### config.mk
export PLATFORM = sky130hd
export DESIGN_NAME = lif_neuron
export DESIGN_NICKNAME = d
export VERILOG_FILES = /design/src/rtl/lif_neuron.sv
export SDC_FILE = /design/constraint.sdc
export NUM_CORES = 1
export LEC_CHECK = 0
export ABC_AREA = 1
export CORE_ASPECT_RATIO = 0.8
export CORE_MARGIN = 2
export CORE_UTILIZATION = 40
export CTS_CLUSTER_DIAMETER = 50
export DETAILED_ROUTE_END_ITERATION = 7
export PLACE_DENSITY = 0.68
export SYNTH_ARGS = -nofsm -noshare
export SYNTH_HDL_FRONTEND = slang
export SYNTH_SLANG_ARGS = --single-unit
### constraint.sdc
create_clock -name clk_i -period 10.8 [get_ports clk_i]
set_clock_uncertainty 0.2 [all_clocks]
set_input_delay 1.62 -clock clk_i [delete_from_list [all_inputs] [get_ports clk_i]]
set_output_delay 1.62 -clock clk_i [all_outputs]
set_load 0.05 [all_outputs]
### src/rtl/lif_neuron.sv
// Leaky integrate-and-fire neuron with NUM_SYN weighted synapses.
// Each integrating step sums the weights of the active synapses into the
// membrane, subtracts the leak (floored at zero) and compares against the
// threshold. On a spike the membrane is cleared (mode 0) or reduced by the
// threshold (mode 1, carry-preserving), and a refractory counter is loaded.
// All state lives in one clock domain with a synchronous active-high reset.
module lif_neuron #(
  parameter int WIDTH   = 8,
  parameter int NUM_SYN = 4,
  parameter int REFRAC  = 2,
  localparam int AW     = (NUM_SYN > 1) ? $clog2(NUM_SYN) : 1
) (
  input  logic               clk_i,
  input  logic               rst_i,
  input  logic               step_i,
  input  logic [NUM_SYN-1:0] syn_in_i,
  input  logic               wr_en_i,
  input  logic [AW-1:0]      wr_addr_i,
  input  logic [WIDTH-1:0]   wr_data_i,
  input  logic [WIDTH-1:0]   threshold_i,
  input  logic [WIDTH-1:0]   leak_i,
  input  logic               mode_i,
  output logic               spike_out_o,
  output logic [WIDTH-1:0]   membrane_o,
  output logic               refractory_o
);

  // Synaptic sum is wide enough that NUM_SYN full-scale weights never overflow;
  // one more bit holds membrane + sum.
  localparam int SUMW = WIDTH + $clog2(NUM_SYN) + 1;
  localparam int VW   = SUMW + 1;
  localparam int CW   = (REFRAC > 0) ? $clog2(REFRAC + 1) : 1;

  localparam logic [AW:0]   NSYN_W   = (AW + 1)'(NUM_SYN);
  localparam logic [CW-1:0] REFRAC_W = CW'(REFRAC);

  logic [WIDTH-1:0] w_q [NUM_SYN];
  logic [WIDTH-1:0] mem_q, mem_d;
  logic [CW-1:0]    cnt_q, cnt_d;
  logic             spike_q, spike_d;

  logic [SUMW-1:0]  sum_c;
  logic [VW-1:0]    v_c;
  logic [VW-1:0]    vl_c;
  logic [VW-1:0]    resid_c;
  logic             fire_c;
  logic             in_refrac_c;
  logic             wr_ok_c;

  // Clamp a wide intermediate to the largest representable membrane value.
  function automatic logic [WIDTH-1:0] sat_fn(input logic [VW-1:0] x);
    if (|x[VW-1:WIDTH]) return '1;
    return x[WIDTH-1:0];
  endfunction

  // Sum of the weights whose synapse is active this cycle (old weights only).
  always_comb begin
    sum_c = '0;
    for (int i = 0; i < NUM_SYN; i++) begin
      if (syn_in_i[i]) sum_c = sum_c + SUMW'(w_q[i]);
    end
  end

  assign v_c = VW'(mem_q) + VW'(sum_c);

  // Leak is applied after integration and floors at zero instead of wrapping.
  always_comb begin
    if (v_c > VW'(leak_i)) vl_c = v_c - VW'(leak_i);
    else                   vl_c = '0;
  end

  assign fire_c      = (vl_c >= VW'(threshold_i));
  assign resid_c     = vl_c - VW'(threshold_i);
  assign in_refrac_c = (cnt_q != '0);
  assign wr_ok_c     = ({1'b0, wr_addr_i} < NSYN_W);

  // Next-state for membrane, refractory counter and spike pulse.
  always_comb begin
    mem_d   = mem_q;
    cnt_d   = cnt_q;
    spike_d = 1'b0;
    if (step_i) begin
      if (in_refrac_c) begin
        cnt_d = cnt_q - CW'(1);
      end else if (fire_c) begin
        spike_d = 1'b1;
        cnt_d   = REFRAC_W;
        mem_d   = mode_i ? sat_fn(resid_c) : '0;
      end else begin
        mem_d   = sat_fn(vl_c);
      end
    end
  end

  // State registers and weight memory; reset wins over writes and steps.
  always_ff @(posedge clk_i) begin
    if (rst_i) begin
      mem_q   <= '0;
      cnt_q   <= '0;
      spike_q <= 1'b0;
      for (int i = 0; i < NUM_SYN; i++) w_q[i] <= '0;
    end else begin
      mem_q   <= mem_d;
      cnt_q   <= cnt_d;
      spike_q <= spike_d;
      if (wr_en_i && wr_ok_c) w_q[wr_addr_i] <= wr_data_i;
    end
  end

  assign spike_out_o  = spike_q;
  assign membrane_o   = mem_q;
  assign refractory_o = in_refrac_c;

endmodule

==> metrics.md, run 1 <==
| Metric | Value |
|---|---|
| Max-cap violation count | 0 |
| Area Growth Syn to Fin | 17.10% |
| Multiplexer area fraction after synthesis | 0% |
| Initial DRC count | approximately 180 |
| Syn Inst Count | 630 |
| # fillers | roughly 1100 |
| First-pass DRT Iterations | 5 |
| Post-synth EDFFs | 32 |
| Avg WL per Cell | 12.94 um |
| Synth Area in Compound Gates | 13.53% |
| Vias in the first global route | 3722 |
| Crit path DAT | roughly 10000 ps |
| CTS root buf | clkbuf_16 |
| Most Frequent Cell on Critical Path | inv_1 |
| Hold Fails Final Rpt | 0 |
| Final Non-Filler Cells | 823 |
| Clk Latency, worst-skew pair | 280 ps |
| Worst-Margin Slew | about 1100 ps |
| Max H-tree Level | 2 |
| Post-layout util | between 40 and 50% |
| Ys Warns | 0 |
| CP Max Fanout | 10 |
| Netlist Area Pre-Place | approximately 4500 sq um |
| Final Setup Violations | 0 |
| Worst setup EP type | register |
| Syn_area_per_cell | a little over 7 sq um |
| Via count | 4117 |
| Final-report max-slew violation count | 0 |
| Hold_buf cts | 0 |
| RSZ-0062 raised after global routing | false |
| Die area | 12080 sq um |
| Diode count | 0 |
| Tmin final | approximately 10000 ps |
| Fmax | approximately 100 MHz |
| DIE WIDTH | between 100 and 150 um |
| Placed insts | around 800 |
| Primary FF master, synth | edfxtp_1 |
| Vias/cell | 5.002 |
| GR Overflow Total | 0 |
| FF+latch area | 1181 sq um |
| Startpoint types | input pin |
| Commonest non-fill, non-tap cells in the layout | nand2_1 (134), inv_1 (105), nor2_1 (59) |
| CTS tree | built |
| CP max stage delay | about 480 ps |
| Post-DRT Antenna Nets | 0 |
| Layout cells sized above 1 | ~8.5% |
| Wire length of the first global-routing pass | between 15000 and 20000 um |
| DIE HEIGHT | 98.70 um |
| Largest net degree at the start of global routing | 18 |
| Drt drc | 0 |
| Post-route cell area | between 5000 and 6000 sq um |
| Hold Crit Class | reg2reg |
| Nets | between 700 and 800 |
| Core Rows | 34 |
| Sequential area share after synthesis | between 20% and 30% |
| Dpl cell area | 5067 sq um |
| XOR/XNOR Fraction of Synth Area | about 5.9% |
| Crit path kind | in2reg |
| Largest family of logic cells by synthesized area | simple AND/OR/NAND/NOR gates |
| Clock sinks | 43 |
| Port Buffers | 44 |
| Status | finished clean |
| Starting Density | between 40% and 50% |
| Slowest cell on the critical path | fa_1 |
| # IOs | 45 |
| Syn Nets | 719 |
| Global placement routability congestion | 0.9272 |
| Core box area | ~11000 sq um |
| Adder-Cell Fraction of Synth Area | between 10% and 20% |
| Area occupied by multi-input gates | between 2000 and 3000 sq um |
| Total Wirelength | approximately 11000 um |
| Placed wire-length estimate | about 9000 um |
| Clock Path Buffers | 2 |
| Relative max-transition margin | 23.68% |
| Synth unique cells | 40 |
| Initial antenna violation count | 0 |
| FF+latch count, synth | 43 |
| Simple-gate area share of the yosys netlist | 27.99% |
| Worst-path clk slew | roughly 60 ps |
| Share of async-settable or async-resettable flops after synthesis | 0% |
| Cts bufs inserted | 5 |
| Worst endpoint required time | 10760 ps |
| Largest delay contributor family on the critical path | adder cells |
| Commonest non-fill, non-tap cell in the layout | nand2_1 |
| Fin Setup TNS | 0 ps |
| Final period utilization | roughly 93% |
| GRT Total Usage | roughly 18% |
| Worst path bufs/invs | 13 |
-- routing by layer --
layer | vias up | global-route usage [%] | routed length, um
li1 | 2156 | - | -
met1 | 1860 | 27.61 | 5616
met2 | 90 | 26.45 | 4505
met3 | 11 | 1.910 | 410
met4 | 0 | 3.979 | 117
met5 | - | 0 | 0
-- synthesized netlist by cell type, types with 2 or more instances --
master	count	share of area, %
clkinv_1	2	0.17
nand2_1	134	11
nand3_1	32	3.6
xnor2_1	16	3.1
nand2_2	13	1.8
o21ai_1	2	0.22
edfxtp_1	32	21
ha_1	48	13
o21a_1	2	0.33
inv_2	5	0.42
nor3_1	15	1.7
o21ai_0	40	4.5
fa_1	6	2.7
nor2_4	3	0.75
inv_1	105	8.8
nand4_1	3	0.42
a21oi_1	46	5.1
nand3_2	9	2.0
nor2_1	59	4.9
dfxtp_1	11	4.9
clkbuf_1	4	0.33
o22ai_1	2	0.28
a31oi_1	2	0.28
a21oi_2	8	1.6
nand2_4	3	0.75
xor2_1	14	2.7
-- what timing repair did --
action | in CTS | in global routing
endpoints found under the setup margin | 0 | 11
buffers inserted | 0 | 4
resized for setup | 0 | 7
-- tightest hold or removal path: stages (launching register included) --
cell and delay, ps:
dfxtp_1 330, nor2_1 50, nor2_1 80
-- worst paths after layout --
path | startpoint | endpoint | slack, ps | cells after the start
setup / recovery | syn_in_i[0] | membrane_o[6] | 810 | 49
setup reg to reg | w_q[0][0] | membrane_o[6] | 1900 | 48
hold / removal | cnt_q[0] | cnt_q[0] | 300 | 2
hold reg to reg | cnt_q[0] | cnt_q[0] | 300 | 2
-- state kept, by name, indices dropped and copies added (netlist names) --
signal and cells:
cnt_q 2, membrane_o 8, spike_out_o 1, w_q 32
-- logic make-up after synthesis --
group | Yosys count
flops | 43
buf+inv | 119
simple gates | 275
fa+ha+maj | 54
xor+xnor | 30
compound gates | 109
-- area by class of cell --
cell class | count | area share (%)
Timing Repair Buffer | 48 | 8.911
Clock inverter | 1 | 0.09531
Sequential cell | 43 | 22.49
Tap cell | 144 | 3.431
Multi-Input combinational cell | 468 | 54.54
Clock buffer | 7 | 2.526
Inverter | 112 | 8.006
-- through the flow --
stage / setup slack [ps] / hold WS (ps)
finish: 807.4 / 298.6
global route: 62.23 / 321.0
CTS: 13.89 / 304.7
detailed placement: -274.5 / 291.2
global placement: 91.46 / 268.0
floorplan: 1476 / 255.0
Power of run 1 is left out: the tool's default activity adds up to more than one toggle a clock period on the data nets, which glitch-free logic cannot reach.
==> inputs of run 2 (changes only) <==
- ABC_AREA: 1 -> default
- CELL_PAD_IN_SITES_DETAIL_PLACEMENT: default -> 1
- CELL_PAD_IN_SITES_GLOBAL_PLACEMENT: default -> 1
- PLACE_DENSITY: 0.68 -> 0.83
==> run 2 against run 1 <==
Net effect:
- register-to-register slack got worse by 360 ps
- final cell count decreased by 7.2%
- critical path depth decreased by 1
- die area grew 3.3%
- via count increased by 5.9%
==> metrics.md, run 2 <==
| Metric | Value |
|---|---|
| Status | finished clean |
| Worst path bufs/invs | 4 (-9) |
| Commonest non-fill, non-tap cell in the layout | nor2_1 |
| Commonest non-fill, non-tap cells in the layout | nor2_1 (54), ha_1 (47), clkdlybuf4s50_1 (42) |
| DIE WIDTH | 124.4 um (+1.6%) |
| Max-cap violation count | 0 (unchanged) |
| Most Frequent Cell on Critical Path | ha_1 |
| Top cells by count, synth | nor2_1 (57), ha_1 (48), a21oi_1 (45) |
| Final Setup Violations | 0 (unchanged) |
| Fin Setup TNS | 0 ps (unchanged) |
| Ys Warns | 0 (unchanged) |
| Area leader, netlist | edfxtp_1 |
| FF+latch count, synth | 43 (unchanged) |
| Clock Path Buffers | 2 (unchanged) |
| Final WS setup | 444.0 ps (-363.4 ps) |
| Worst-Margin Slew | 941.1 ps (-194.0 ps) |
| Synth unique cells | 66 (+65%) |
| Final-report max-slew violation count | 0 (unchanged) |
| Number of flip-flops in the largest register | 32 (unchanged) |
| Syn Inst Count | 542 (-14%) |
| Clk Latency, worst-skew pair | 290 ps (about the same) |
| Avg WL per Cell | 18.68 um (+44%) |
| Worst endpoint required time | 10790 ps (+30 ps) |
| Primary FF master, synth | edfxtp_1 |
| Worst setup EP type | register |
| Netlist Area Pre-Place | 4636 sq um (+3.4%) |
| Sequential area share after synthesis | 25.48% (-0.86 points) |
| Cell with the most instances after synthesis | nor2_1 |
| Area Growth Syn to Fin | 22.94% |
| Clock sinks | 43 (unchanged) |
| DIE HEIGHT | 100.3 um (+1.6%) |
| Biggest register | w_q |
| Largest delay contributor family on the critical path | compound AO/OA/AOI/OAI gates |
| Worst-path clk slew | 70 ps (about the same) |
| GRT Total Usage | 22.48% (+4.7 points) |
| Crit path kind | in2reg |
| Via count | 4360 (+5.9%) |
| CP Max Fanout | 5 (-5) |
| Tmin final | 10360 ps (+363.4 ps) |
| Crit path DAT | 10350 ps (+400 ps) |
| Die area | 12470 sq um (+3.3%) |
| Nets | 704 (-8.2%) |
| Cts bufs inserted | 5 (unchanged) |
| Share of async-settable or async-resettable flops after synthesis | 0% (unchanged) |
| Placed insts | 745 (-8.1%) |
| Final Non-Filler Cells | 764 (-7.2%) |
| Post-DRT Antenna Nets | 0 (unchanged) |
| Slowest cell on the critical path | fa_2 |
| Synth top area cells | edfxtp_1 (21%), ha_1 (13%), and2_1 (5.0%) |
| # IOs | 45 (unchanged) |
| Global placement routability congestion | 0.9095 (-1.9%) |
| Diode count | 0 (unchanged) |
| GR Overflow Total | 0 (unchanged) |
| Post-synth top area share | 20.73% (-0.70 points) |
| CTS root buf | clkbuf_16 |
| Initial antenna violation count | 0 (unchanged) |
| Layout cells sized above 1 | 14.61% (+6.1 points) |
| Wire length of the first global-routing pass | 22940 um (+33%) |
| Syn_area_per_cell | 8.553 sq um (+20%) |
| Startpoint types | input pin |
| Core box area | 11430 sq um (+5.0%) |
| Total Wirelength | 14270 um (+34%) |
| Starting Density | 40.56% (-0.62 points) |
| Relative max-transition margin | 37.12% (+13 points) |
| First-pass DRT Iterations | 5 (unchanged) |
| Post-layout util | 49.86% (+1.6 points) |
| CP max stage delay | 420 ps (-60 ps) |
| Pre-CTS WS | -461.1 ps (-186.6 ps) |
| Fmax | 96.56 MHz (-3.5%) |
| Largest net degree at the start of global routing | 26 (+8) |
| Drt drc | 0 (unchanged) |
| Port Buffers | 44 (unchanged) |
| Hold Crit Class | reg2reg |
| Vias/cell | 5.707 (+14%) |
| Hold Fails Final Rpt | 0 (unchanged) |
| Post-synth EDFFs | 32 (unchanged) |
| Final period utilization | 95.89% (+3.4 points) |
| Vias in the first global route | 4630 (+24%) |
| Initial DRC count | 183 (+4.6%) |
| CTS tree | built |
| Core Rows | 35 (+2.9%) |
| Max H-tree Level | 2 (unchanged) |
| Syn Nets | 631 (-12%) |
| Placed wire-length estimate | 10970 um (+23%) |
[run 2: changes by cell type in the layout (fill, tap and decap cells not counted), sizes merged, moves of 8 or more]
cell / previous run / this run
xnor2: 16 / 25
and2: 0 / 37
nand3: 41 / 8
mux2: 0 / 11
nand2: 150 / 31
buf: 4 / 31
nor2b: 0 / 13
a21o: 1 / 11
o21ai: 43 / 31
inv: 110 / 42
nand2b: 0 / 12
a21oi: 54 / 46
[run 2: cells by family after synthesis]
family                   count (synthesis)  share of synthesized area (%)
buffers and inverters                   50                          4.238
AO/OA/AOI/OAI                          152                          23.02
AND/OR/NAND/NOR                        191                          20.84
XOR/XNOR                                36                          7.126
flip-flops                              43                          25.48
multiplexers                            15                          3.536
adder cells (fa/ha/maj)                 55                          15.76
[run 2: cell type report]
type / instances / area (sq um)
tap: 148 / 185.2
clock buffer: 5 / 125.1
inverter: 41 / 153.9
multi-input combinational: 449 / 3358
clock inverter: 3 / 17.52
timing repair buffer: 75 / 678.2
fill: 1333 / 5731
sequential: 43 / 1181
[run 2: repair_timing]
item,CTS,global route
endpoints found under the setup margin,10,11
gates resized for setup,9,24
pin swaps,5,15
hold buffers,0,0
buffers inserted,2,9
[run 2: stage by stage]
| stage | hold slack (ps) | area [sq um] |
|---|---|---|
| 2_1_floorplan | 248.0 | 4636 |
| 3_3_place_gp | 266.6 | 5369 |
| 3_5_place_dp | 280.0 | 5369 |
| 4_1_cts | 292.1 | 5558 |
| 5_1_grt | 319.0 | 5699 |
| 6_report | 281.7 | 5699 |
[run 2: final timing paths]
kind                             startpoint             to  slack [ps]  depth (start not counted)
worst min register to register     cnt_q[0]       cnt_q[0]         280                          2
worst min-delay path               cnt_q[0]       cnt_q[0]         280                          2
worst max-delay path            syn_in_i[0]  membrane_o[0]         440                         48
worst max register to register    w_q[0][0]  membrane_o[0]        1540                         47
[run 2: metal layers]
metal  up-vias  routed length (um)  GRT usage [%]
met5         -                   0              0
li1       2104                   -              -
met3        30                 540          2.239
met4         0                 280          5.272
met2        97                7039          40.69
met1      2129                6409          29.19
[run 2: worst reg2reg max path, delay by kind of cell (launching register included)]
family                   cells  cell delay [ps]
AO/OA/AOI/OAI               16             2540
XOR/XNOR                     5              840
adder cells (fa/ha/maj)      8             2520
buffers and inverters        3              320
flip-flops                   1              360
multiplexers                 1              260
AND/OR/NAND/NOR             14             2110
Power of run 2 is left out for the same reason.
==> inputs of run 3 (changes only) <==
- CORE_ASPECT_RATIO: 0.8 -> 1.2
==> run 3 against run 2 <==
Net effect:
- flip-flop and latch count unchanged
- wire length down 0.93%
- sequential share of layout area up 0.050 points
- maximum frequency down 1.5%
- critical path depth unchanged
- global-route usage up 0.19 points
- worst hold slack better by 6.5 ps
- die area about the same
- clock-buffer cell count unchanged
- final cell count up 0.52%
- utilization about the same
- via count up 0.71%
- critical endpoint unchanged
- highest routed layer unchanged
==> metrics.md, run 3 (synthesis gave the netlist of run 2 again) <==
| Metric | Value |
|---|---|
| Crit path DAT | 10500 ps (+150 ps) |
| DIE WIDTH | 102.3 um (-18%) |
| Via count | 4391 (+0.71%) |
| Initial antenna violation count | 0 (unchanged) |
| Port Buffers | 44 (unchanged) |
| Worst endpoint required time | 10780 ps (about the same) |
| Total Wirelength | 14140 um (-0.93%) |
| Area Growth Syn to Fin | 22.65% |
| Clk Latency, worst-skew pair | 290 ps (about the same) |
| Clock Path Buffers | 2 (unchanged) |
| Dpl cell area | 5335 sq um (-0.63%) |
| Largest net degree at the start of global routing | 26 (unchanged) |
| CP Max Fanout | 7 (+2) |
| Hold_buf cts | 0 (unchanged) |
| Hold Crit Class | reg2reg |
| Hold path cells | 2 (unchanged) |
| Status | finished clean |
| Core Rows | 43 (+23%) |
| Avg WL per Cell | 18.41 um (-1.4%) |
| Global placement routability congestion | 0.8596 (-5.5%) |
| Most Frequent Cell on Critical Path | ha_1 |
| Final period utilization | 97.36% (+1.5 points) |
| Fmax | 95.11 MHz (-1.5%) |
| Reg2Reg Launch Point | w_q[0][0] |
| Tmin final | 10510 ps (+158.5 ps) |
| CTS tree | built |
| Final Non-Filler Cells | 768 (+0.52%) |
| Worst setup EP type | register |
| Final-report max-slew violation count | 0 (unchanged) |
| Core box area | 11410 sq um (-0.21%) |
| Number of flip-flops in the largest register | 32 (unchanged) |
| Max-cap violation count | 0 (unchanged) |
| Commonest non-fill, non-tap cell in the layout | nor2_1 |
| Wire length of the first global-routing pass | 22280 um (-2.9%) |
| Placed insts | 748 (+0.40%) |
| Final Setup Violations | 0 (unchanged) |
| Fin Setup TNS | 0 ps (unchanged) |
| Initial DRC count | 183 (unchanged) |
| Clock sinks | 43 (unchanged) |
| GR Overflow Total | 0 (unchanged) |
| Startpoint types | input pin |
| # fillers | 1355 (+1.7%) |
| Hold_sp | cnt_q[0] |
| # IOs | 45 (unchanged) |
| GRT Total Usage | 22.67% (+0.19 points) |
| Post-route cell area | 5685 sq um (-0.24%) |
| Max H-tree Level | 2 (unchanged) |
| R2r endpoint | membrane_o[0] |
| Cts bufs inserted | 5 (unchanged) |
| Setup slack on the worst flop-to-flop path | 1680 ps (+140 ps) |
| Worst hold slack | 288.2 ps (+6.477 ps) |
| Drt drc | 0 (unchanged) |
| Starting Density | 40.64% (+0.085 points) |
| CTS root buf | clkbuf_16 |
| Slowest cell on the critical path | clkdlybuf4s50_1 |
| R2R depth | 47 (unchanged) |
| First-pass DRT Iterations | 4 (-1) |
| Nets | 699 (-0.71%) |
| Diode count | 0 (unchanged) |
| Crit path kind | in2reg |
| Hold Fails Final Rpt | 0 (unchanged) |
| Die area | 12470 sq um (about the same) |
| Vias in the first global route | 4629 (-0.022%) |
| Relative max-transition margin | 37.59% (+0.47 points) |
| Biggest register | w_q |
| CP max stage delay | 440 ps (+20 ps) |
| Vias/cell | 5.717 (+0.19%) |
| Hold Path End | cnt_q[0] |
| Commonest non-fill, non-tap cells in the layout | nor2_1 (52), ha_1 (46), clkdlybuf4s50_1 (44) |
| Worst-path clk slew | 70 ps (about the same) |
| Layout cells sized above 1 | 14.73% (+0.12 points) |
| Placed wire-length estimate | 11020 um (+0.49%) |
| Post-DRT Antenna Nets | 0 (unchanged) |
| DIE HEIGHT | 121.9 um (+22%) |
| Worst-Margin Slew | 934.1 ps (-7.032 ps) |
## run 3: changes by cell type in the layout (fill, tap and decap cells not counted), sizes merged
cell,before,now
buf,31,26
clkdlybuf4s50,42,44
dlymetal6s2s,2,0
## run 3: routing by layer
layer  vias to the layer above  share of wire (%)  global-route usage, %
met2                        99                 52                  41.37
met4                         0                3.8                  9.000
met5                         -                  0                      0
met3                        39                2.9                  2.467
li1                       2094                  -                      -
met1                      2159                 41                  26.79
## run 3: how the worst max path moves through the flow
| stage | end | depth (start not counted) | start |
|---|---|---|---|
| 5_1_grt | membrane_o[0] | 48 | syn_in_i[0] |
| 6_report | membrane_o[0] | 48 | syn_in_i[0] |
| 3_5_place_dp | membrane_o[3] | 46 | syn_in_i[0] |
| 4_1_cts | cnt_q[1] | 47 | syn_in_i[0] |
| 2_1_floorplan | cnt_q[1] | 45 | syn_in_i[0] |
| 3_3_place_gp | cnt_q[1] | 47 | syn_in_i[0] |
## run 3: critical path: cells and delay by family
kind	cells	cell delay (ps)
AO/OA/AOI/OAI	16	2550
XOR/XNOR	3	320
adder cells (fa/ha/maj)	8	2430
buffers and inverters	5	890
multiplexers	1	260
AND/OR/NAND/NOR	15	2390
## run 3: area by class of cell
class | count | area [sq um] | share of cell area, %
sequential | 43 | 1181 | 20.77
tap | 157 | 196.4 | 3.455
clock inverter | 3 | 17.52 | 0.3081
multi-input combinational | 449 | 3376 | 59.38
inverter | 41 | 153.9 | 2.707
clock buffer | 5 | 125.1 | 2.201
timing repair buffer | 70 | 635.6 | 11.18
## run 3: timing repair
item,CTS,global route
resized for setup,2,39
buffers inserted,2,10
endpoints found under the setup margin,6,11
pin swaps,4,14
## run 3: metrics by stage
step / setup WS (ps) / util, %
floorplan: 593.1 / -
global placement: 75.51 / 46.77
detailed placement: -351.5 / 46.77
CTS: 2.099 / 48.19
global route: -184.3 / 49.85
finish: 285.5 / 49.85
Power of run 3 is left out for the same reason.
